<file path="src/rtl/tx_fifo_arbiter_if.sv">
// Signal bundle between the two byte producers, the shared TX FIFO write port,
// and the arbiter's grant/statistics pins.
interface tx_fifo_arbiter_if;
  logic        a_valid;
  logic [7:0]  a_data;
  logic        a_last;
  logic        a_ready;
  logic        b_valid;
  logic [7:0]  b_data;
  logic        b_last;
  logic        b_ready;
  logic        fifo_full;
  logic        fifo_wr_en;
  logic [7:0]  fifo_din;
  logic [1:0]  grant;
  logic        stat_clr;
  logic [15:0] a_bytes;
  logic [15:0] b_bytes;

  // Arbiter side.
  modport master (
    input  a_valid, a_data, a_last, b_valid, b_data, b_last, fifo_full, stat_clr,
    output a_ready, b_ready, fifo_wr_en, fifo_din, grant, a_bytes, b_bytes
  );

  // Environment side: producers, FIFO and statistics reader.
  modport slave (
    output a_valid, a_data, a_last, b_valid, b_data, b_last, fifo_full, stat_clr,
    input  a_ready, b_ready, fifo_wr_en, fifo_din, grant, a_bytes, b_bytes
  );
endinterface

</file>
<file path="src/rtl/tx_fifo_arbiter.sv">
// Round-robin write-side arbiter sharing one TX byte FIFO between producers A
// and B; a grant lasts one packet, capped by MAX_BURST and an idle TIMEOUT.
module tx_fifo_arbiter #(
  parameter int MAX_BURST = 8,
  parameter int TIMEOUT   = 4
) (
  input  logic              clk,
  input  logic              rst,
  tx_fifo_arbiter_if.master bus
);

  localparam int BW = $clog2(MAX_BURST + 1);
  localparam int IW = $clog2(TIMEOUT + 1);
  localparam logic [BW-1:0] BURST_END = BW'(MAX_BURST - 1);
  localparam logic [IW-1:0] IDLE_END  = IW'(TIMEOUT - 1);

  typedef enum logic [1:0] {
    IDLE    = 2'd0,
    GRANT_A = 2'd1,
    GRANT_B = 2'd2
  } state_t;

  state_t        state;
  logic          last_b;      // 1: B was served last, so A wins the next tie
  logic [BW-1:0] burst_cnt;
  logic [IW-1:0] idle_cnt;
  logic [15:0]   a_bytes_q;
  logic [15:0]   b_bytes_q;

  logic       sel_a;
  logic       sel_b;
  logic       cur_valid;
  logic       cur_last;
  logic [7:0] cur_data;
  logic       a_xfer;
  logic       b_xfer;
  logic       xfer;
  logic       release_now;

  // NOTE: every always_comb target gets a default first, so no path can leave one unassigned and infer a latch.
  always_comb begin
    sel_a     = (state == GRANT_A);
    sel_b     = (state == GRANT_B);
    cur_valid = 1'b0;
    cur_last  = 1'b0;
    cur_data  = 8'h00;
    if (sel_a) begin
      cur_valid = bus.a_valid;
      cur_last  = bus.a_last;
      cur_data  = bus.a_data;
    end else if (sel_b) begin
      cur_valid = bus.b_valid;
      cur_last  = bus.b_last;
      cur_data  = bus.b_data;
    end
    a_xfer = sel_a & bus.a_valid & ~bus.fifo_full;
    b_xfer = sel_b & bus.b_valid & ~bus.fifo_full;
    xfer   = a_xfer | b_xfer;
    // A blocked-but-valid owner never times out; only a low valid advances idle_cnt.
    release_now = (xfer & (cur_last | (burst_cnt == BURST_END)))
                | ((sel_a | sel_b) & ~cur_valid & (idle_cnt == IDLE_END));
  end

  assign bus.a_ready    = sel_a & ~bus.fifo_full;
  assign bus.b_ready    = sel_b & ~bus.fifo_full;
  assign bus.fifo_wr_en = xfer;
  assign bus.fifo_din   = xfer ? cur_data : 8'h00;
  assign bus.grant      = {sel_b, sel_a};
  assign bus.a_bytes    = a_bytes_q;
  assign bus.b_bytes    = b_bytes_q;

  // NOTE: sequential state uses non-blocking assignments so every register samples pre-edge values.
  always_ff @(posedge clk or posedge rst) begin
    if (rst) begin
      state     <= IDLE;
      last_b    <= 1'b1;
      burst_cnt <= '0;
      idle_cnt  <= '0;
    end else begin
      unique case (state)
        IDLE: begin
          burst_cnt <= '0;
          idle_cnt  <= '0;
          if (bus.a_valid && (!bus.b_valid || last_b)) begin
            state <= GRANT_A;
          end else if (bus.b_valid) begin
            state <= GRANT_B;
          end
        end
        GRANT_A, GRANT_B: begin
          if (release_now) begin
            state  <= IDLE;
            last_b <= (state == GRANT_B);
          end else if (xfer) begin
            burst_cnt <= burst_cnt + BW'(1);
            idle_cnt  <= '0;
          end else if (!cur_valid) begin
            idle_cnt <= idle_cnt + IW'(1);
          end
        end
        default: state <= IDLE;
      endcase
    end
  end

  // Saturating per-requester byte counters; a concurrent clear beats the increment.
  always_ff @(posedge clk or posedge rst) begin
    if (rst) begin
      a_bytes_q <= 16'h0000;
      b_bytes_q <= 16'h0000;
    end else if (bus.stat_clr) begin
      a_bytes_q <= 16'h0000;
      b_bytes_q <= 16'h0000;
    end else begin
      if (a_xfer && (a_bytes_q != 16'hFFFF)) a_bytes_q <= a_bytes_q + 16'd1;
      if (b_xfer && (b_bytes_q != 16'hFFFF)) b_bytes_q <= b_bytes_q + 16'd1;
    end
  end

endmodule

</file>
<file path="src/flat_wrapper.sv">
// flat-port wrapper written by rule: the top's interface ports become plain ports
module tx_fifo_arbiter_flat 
#(
  parameter int MAX_BURST = 8,
  parameter int TIMEOUT   = 4
)
  (clk, rst, bus_a_valid, bus_a_data, bus_a_last, bus_b_valid, bus_b_data, bus_b_last, bus_fifo_full, bus_stat_clr, bus_a_ready, bus_b_ready, bus_fifo_wr_en, bus_fifo_din, bus_grant, bus_a_bytes, bus_b_bytes);
  tx_fifo_arbiter_if bus_i ();
  input  logic clk;
  input  logic rst;
  input wire logic [$bits(bus_i.a_valid)-1:0] bus_a_valid;
  input wire logic [$bits(bus_i.a_data)-1:0] bus_a_data;
  input wire logic [$bits(bus_i.a_last)-1:0] bus_a_last;
  input wire logic [$bits(bus_i.b_valid)-1:0] bus_b_valid;
  input wire logic [$bits(bus_i.b_data)-1:0] bus_b_data;
  input wire logic [$bits(bus_i.b_last)-1:0] bus_b_last;
  input wire logic [$bits(bus_i.fifo_full)-1:0] bus_fifo_full;
  input wire logic [$bits(bus_i.stat_clr)-1:0] bus_stat_clr;
  output wire logic [$bits(bus_i.a_ready)-1:0] bus_a_ready;
  output wire logic [$bits(bus_i.b_ready)-1:0] bus_b_ready;
  output wire logic [$bits(bus_i.fifo_wr_en)-1:0] bus_fifo_wr_en;
  output wire logic [$bits(bus_i.fifo_din)-1:0] bus_fifo_din;
  output wire logic [$bits(bus_i.grant)-1:0] bus_grant;
  output wire logic [$bits(bus_i.a_bytes)-1:0] bus_a_bytes;
  output wire logic [$bits(bus_i.b_bytes)-1:0] bus_b_bytes;
  assign bus_i.a_valid = bus_a_valid;
  assign bus_i.a_data = bus_a_data;
  assign bus_i.a_last = bus_a_last;
  assign bus_i.b_valid = bus_b_valid;
  assign bus_i.b_data = bus_b_data;
  assign bus_i.b_last = bus_b_last;
  assign bus_i.fifo_full = bus_fifo_full;
  assign bus_i.stat_clr = bus_stat_clr;
  assign bus_a_ready = bus_i.a_ready;
  assign bus_b_ready = bus_i.b_ready;
  assign bus_fifo_wr_en = bus_i.fifo_wr_en;
  assign bus_fifo_din = bus_i.fifo_din;
  assign bus_grant = bus_i.grant;
  assign bus_a_bytes = bus_i.a_bytes;
  assign bus_b_bytes = bus_i.b_bytes;
  tx_fifo_arbiter #(.MAX_BURST(MAX_BURST), .TIMEOUT(TIMEOUT)) u_core (.clk(clk), .rst(rst), .bus(bus_i));
endmodule
</file>
<file path="config.mk">
export PLATFORM = sky130hd
export DESIGN_NAME = tx_fifo_arbiter_flat
export DESIGN_NICKNAME = d
export VERILOG_FILES = /design/src/rtl/tx_fifo_arbiter_if.sv /design/src/rtl/tx_fifo_arbiter.sv /design/src/flat_wrapper.sv
export SDC_FILE = /design/constraint.sdc
export NUM_CORES = 1
export LEC_CHECK = 0
export BUFFER_PORTS_ARGS = -buffer_cell sky130_fd_sc_hd__buf_4
export CAP_MARGIN = 20
export CELL_PAD_IN_SITES_DETAIL_PLACEMENT = 0
export CELL_PAD_IN_SITES_GLOBAL_PLACEMENT = 2
export CORE_MARGIN = 3
export CORE_UTILIZATION = 29
export DETAILED_ROUTE_END_ITERATION = 16
export PLACE_DENSITY = 0.71
export SLEW_MARGIN = 20
export SYNTH_ARGS = -nofsm -noshare
export SYNTH_HDL_FRONTEND = slang
export SYNTH_SLANG_ARGS = --single-unit
</file>
<file path="constraint.sdc">
create_clock -name clk -period 2.8 [get_ports clk]
set_clock_uncertainty 0.1 [all_clocks]
set_input_delay 0.7 -clock clk [delete_from_list [all_inputs] [get_ports clk]]
set_output_delay 0.7 -clock clk [all_outputs]
set_load 0.05 [all_outputs]
</file>
==> results.md <==
Synth:
- In this run the cell area of the synthesized design comes to 2790 sq um.
- Synthesis handed over a netlist of between 300 and 400 instances.
- The distinct cell type count of the synthesized netlist is 50.
- In this run the mean area of a mapped cell was 8.42 sq um.
- For this run, the register share of the synthesized area comes to 37.8%.
- Summing the areas of all compound-gate instances in the mapped netlist gives 18.4% of the synthesized area.
- The main combinational cell family by area after synthesis is simple AND/OR/NAND/NOR gates.
- The post-synthesis xor/xnor area fraction is 0%.
- The synthesized-area fraction occupied by and/or/nand/nor cells is 30.4%.
- The share of synthesized registers carrying an async set or reset is 100%.
- Yosys printed 0 warnings.
- The synthesized design contains 42 register bits.
- When the netlist entered floorplanning its net count stood at 364.
- For this run, the leading register cell type out of synthesis is sky130_fd_sc_hd__dfrtp_1.
- The synthesized netlist devotes 4.04% of its cell area to adder and majority cells.
- After synthesis, the share of cell area in mux cells is under 10%.
- The number of enable-type register cells in the synthesized netlist is 0.

Clocking:
- Clock-pin slew was measured on the worst setup and hold paths at 90 ps.
- At the later pin of the worst-skew pair, clock insertion delay measures about 300 ps.
- The maximum level of the CTS H-tree is 2.
- TritonCTS built the clock tree.
- In this run, CTS created clock tree buffers numbering 5.
- Once the clock tree was built, the setup fixing pass inserted 0 buffers.
- The buffer levels on the longest clock path is 2.
- The library cell used as clock root buffer is sky130_fd_sc_hd__clkbuf_8.
- The clock drives 42 sinks.

Layout:
- Leaving out filler cells and counting taps, the final layout contains 529.
- In the layout the commonest cells are sky130_fd_sc_hd__buf_4 (80), sky130_fd_sc_hd__dfrtp_1 (41), sky130_fd_sc_hd__nand2_1 (35).
- The synthesis-to-layout area growth is 28.4%.
- The multi-input combinational cells in the finished layout cover a total of 1620 sq um.
- The post-route netlist has a little over a quarter of its cells at a drive strength greater than 1.
- The count of antenna diodes in the layout is 0.
- The layout net count is roughly 430.
- The post-route core utilization is 38.5%.
- Across the whole layout, storage elements account for around 1100 sq um.
- The library cell used most frequently in the layout, excluding fill and tap cells, is sky130_fd_sc_hd__buf_4.
- Counting the fill cells in the layout gives 989.

Critical path:
- Counting both buffers and inverters, the worst setup path holds a total of 2.
- The largest stage delay on the critical path is 430 ps.
- The critical path required time is 2000 ps.
- The worst register-to-register path has a setup slack of 370 ps.
- The critical path class is reg -> out.
- On the critical path, the stage with the largest delay is an instance of sky130_fd_sc_hd__dfrtp_1.
- The number of cell instances on the worst register-to-register path is 7.
- For the worst setup path, the data arrival time is ~1800 ps.
- The largest delay contributor family on the critical path is flip-flops.
- In this run the worst path has a maximum fanout of 9.
- The critical path starts at u_core.state[1].
- The endpoint type of the worst setup path is a primary output.
- The end point of the critical path is bus_fifo_din[6].
- Traced cell by cell, the critical path runs through inv_1, ha_1, a22oi_1, or2_4, nor2_1, buf_4.
- The worst register-to-register path begins at u_core.state[0].
- The worst reg2reg path endpoint is u_core.bus.b_bytes[15].
- The element type at the critical path start is a flop.
- Counting buffers and inverters, the worst setup path is 6 cells deep.

Drt:
- The first routing iteration left ~110 violations.
- The number of vias in the routed layout is 2,722.
- The routed wire length per instance is 14.4 microns.
- The total length of routed wires is 7610 microns.
- Before antenna repair, the detailed router went through 4 iterations.
- In this run the remaining antenna-violating nets after routing total 0.
- Dividing the detail-routed via count by the number of cells gives about 5.1.
- The DRC violation count after routing is 0.

Placement:
- The final estimated routing congestion in global placement is about 0.73.
- Once placement completed, the tool counted placed cells totaling between 500 and 600.
- Detailed placement finished with a half-perimeter wire length of 5620 microns.
- In this run the tool buffered the top-level ports with 68 buffer cells.

Floorplanning:
- The number of ports placed on the die boundary is 69.
- The area of the die is 10,800 sq um.
- The core area is 9280 sq um.
- The floorplan step set the die width to 104 microns.
- For this configuration, the core starts out at a cell density of 30.0%.
- Row generation in the floorplan step produced 35 rows.
- Measured along the y axis, the die boundary spans 104 microns.

STA:
- The fmax is 0.381 GHz.
- Setup repair after global routing left no endpoint under its margin.
- The setup TNS is 0 ps.
- The worst path needs 2630 ps of the cycle, external delays included.
- The count of final max-slew check failures was 0.
- The worst-case headroom to the max-slew limit is 42.3%.
- The count of endpoints failing hold in the final timing report is 0.
- The share of the cycle needed by the critical path after routing is 93.8%.
- Setup violations remaining at the end of the flow were counted as 0.
- For the pin with the worst max-slew slack, the measured transition is 861 ps.

Power:
- Power spread over the standard cell area amounts to 527 nW/um^2.
- Across the VDD grid, the largest voltage drop is 265 uV.
- The reported leakage power is approximately 1.6 nW.

Hold path:
- The class of the worst hold path is in -> async.

Global routing:
- The number of antenna violations at the first check in global routing is 0.
- The number of global-route vias before repair is about 2,700.
- Summed over all layers, the global routing overflow is 0.
- The wire length of the first global-routing pass is 13,300 microns.
- The maximum number of pins on one net before global-route repair is 40.
- The all-layer global routing usage is about 14%.

Status:
- The flow ran to the end, and the final reports show no timing, DRC or antenna violations.

Run:
- Across the run, the number of max-cap violations was 0.
## cells in the mapped netlist, types with 4 or more instances
cell / number / area [sq um]
sky130_fd_sc_hd__clkbuf_1: 16 / 60.1
sky130_fd_sc_hd__nand4_1: 8 / 50.1
sky130_fd_sc_hd__or4_1: 13 / 97.6
sky130_fd_sc_hd__ha_1: 9 / 113
sky130_fd_sc_hd__nand3b_1: 4 / 30.0
sky130_fd_sc_hd__nand3_1: 12 / 60.1
sky130_fd_sc_hd__inv_1: 14 / 52.6
sky130_fd_sc_hd__o21ai_0: 10 / 50.1
sky130_fd_sc_hd__o31ai_1: 11 / 82.6
sky130_fd_sc_hd__nor3_1: 7 / 35.0
sky130_fd_sc_hd__a21oi_1: 29 / 145
sky130_fd_sc_hd__or3_1: 10 / 62.6
sky130_fd_sc_hd__nor2b_1: 13 / 81.3
sky130_fd_sc_hd__and3_1: 7 / 43.8
sky130_fd_sc_hd__nor2_1: 28 / 105
sky130_fd_sc_hd__dfrtp_1: 41 / 1030
sky130_fd_sc_hd__mux2_2: 9 / 101
sky130_fd_sc_hd__nand2_1: 35 / 131
sky130_fd_sc_hd__a211oi_1: 5 / 37.5
## registers in the layout, summed over array words and instances (netlist names)
register / cells
u_core.bus.a_bytes: 16
u_core.burst_cnt: 4
u_core.last_b: 1
u_core.idle_cnt: 3
u_core.state: 2
u_core.bus.b_bytes: 16
## stage by stage
| step | power (W) | setup WS, ps | hold WS, ps | area, sq um |
|---|---|---|---|---|
| after floorplan | 0.00126 | -141 | 371 | 2800 |
| after global placement | 0.00147 | 308 | 407 | 3480 |
| after detailed placement | 0.00147 | 267 | 399 | 3480 |
| after CTS | 0.00192 | 53.8 | 392 | 3580 |
| after global routing | 0.00202 | 12.5 | 413 | 3580 |
| final | 0.00189 | 174 | 369 | 3580 |
## area by class of cell
| cell class | count | share of cell area [%] |
|---|---|---|
| multi-input cells | 256 | 45.2 |
| flip-flops and latches | 42 | 29.4 |
| repair buffers | 80 | 16.8 |
| well taps | 129 | 4.51 |
| clock buffers | 7 | 2.41 |
| inverters | 14 | 1.47 |
| clock inverters | 1 | 0.245 |
## what timing repair did
item                                    4_1_cts  5_1_grt
resized for setup                             0        1
endpoints found under the setup margin        0        9
hold buffers                                  0        0
## report_power, final
| group | switching, W | internal (W) | total, W |
|---|---|---|---|
| logic | 0.000467 | 0.000284 | 0.000750 |
| registers | 0.0000455 | 0.000655 | 0.000700 |
| clock network | 0.000231 | 0.000204 | 0.000435 |
## kinds of logic (layout without fill, tap and decap cells)
kind of cell             after synthesis  in the layout
AND/OR/NAND/NOR                      156            156
AO/OA/AOI/OAI                         79             79
buffers and inverters                 33            102
multiplexers                          12             12
flip-flops                            42             42
adder cells (fa/ha/maj)                9              9
## how the worst min path moves through the flow
stage                                 end  slack [ps]
finish              u_core.bus.b_bytes[2]         370
global route        u_core.bus.b_bytes[2]         410
CTS                   u_core.burst_cnt[1]         390
detailed placement    u_core.burst_cnt[0]         400
global placement      u_core.burst_cnt[0]         410
floorplan             u_core.burst_cnt[0]         370
## routing by layer
metal / GRT usage, % / vias up / wire length [microns]
met2: 24.2 / 45 / 3630
li1: - / 1359 / -
met3: 2.42 / 6 / 292
met4: 3.42 / 0 / 66
met5: 0 / - / 0
met1: 19.6 / 1312 / 3620
Power figures use the tool's default switching activity.
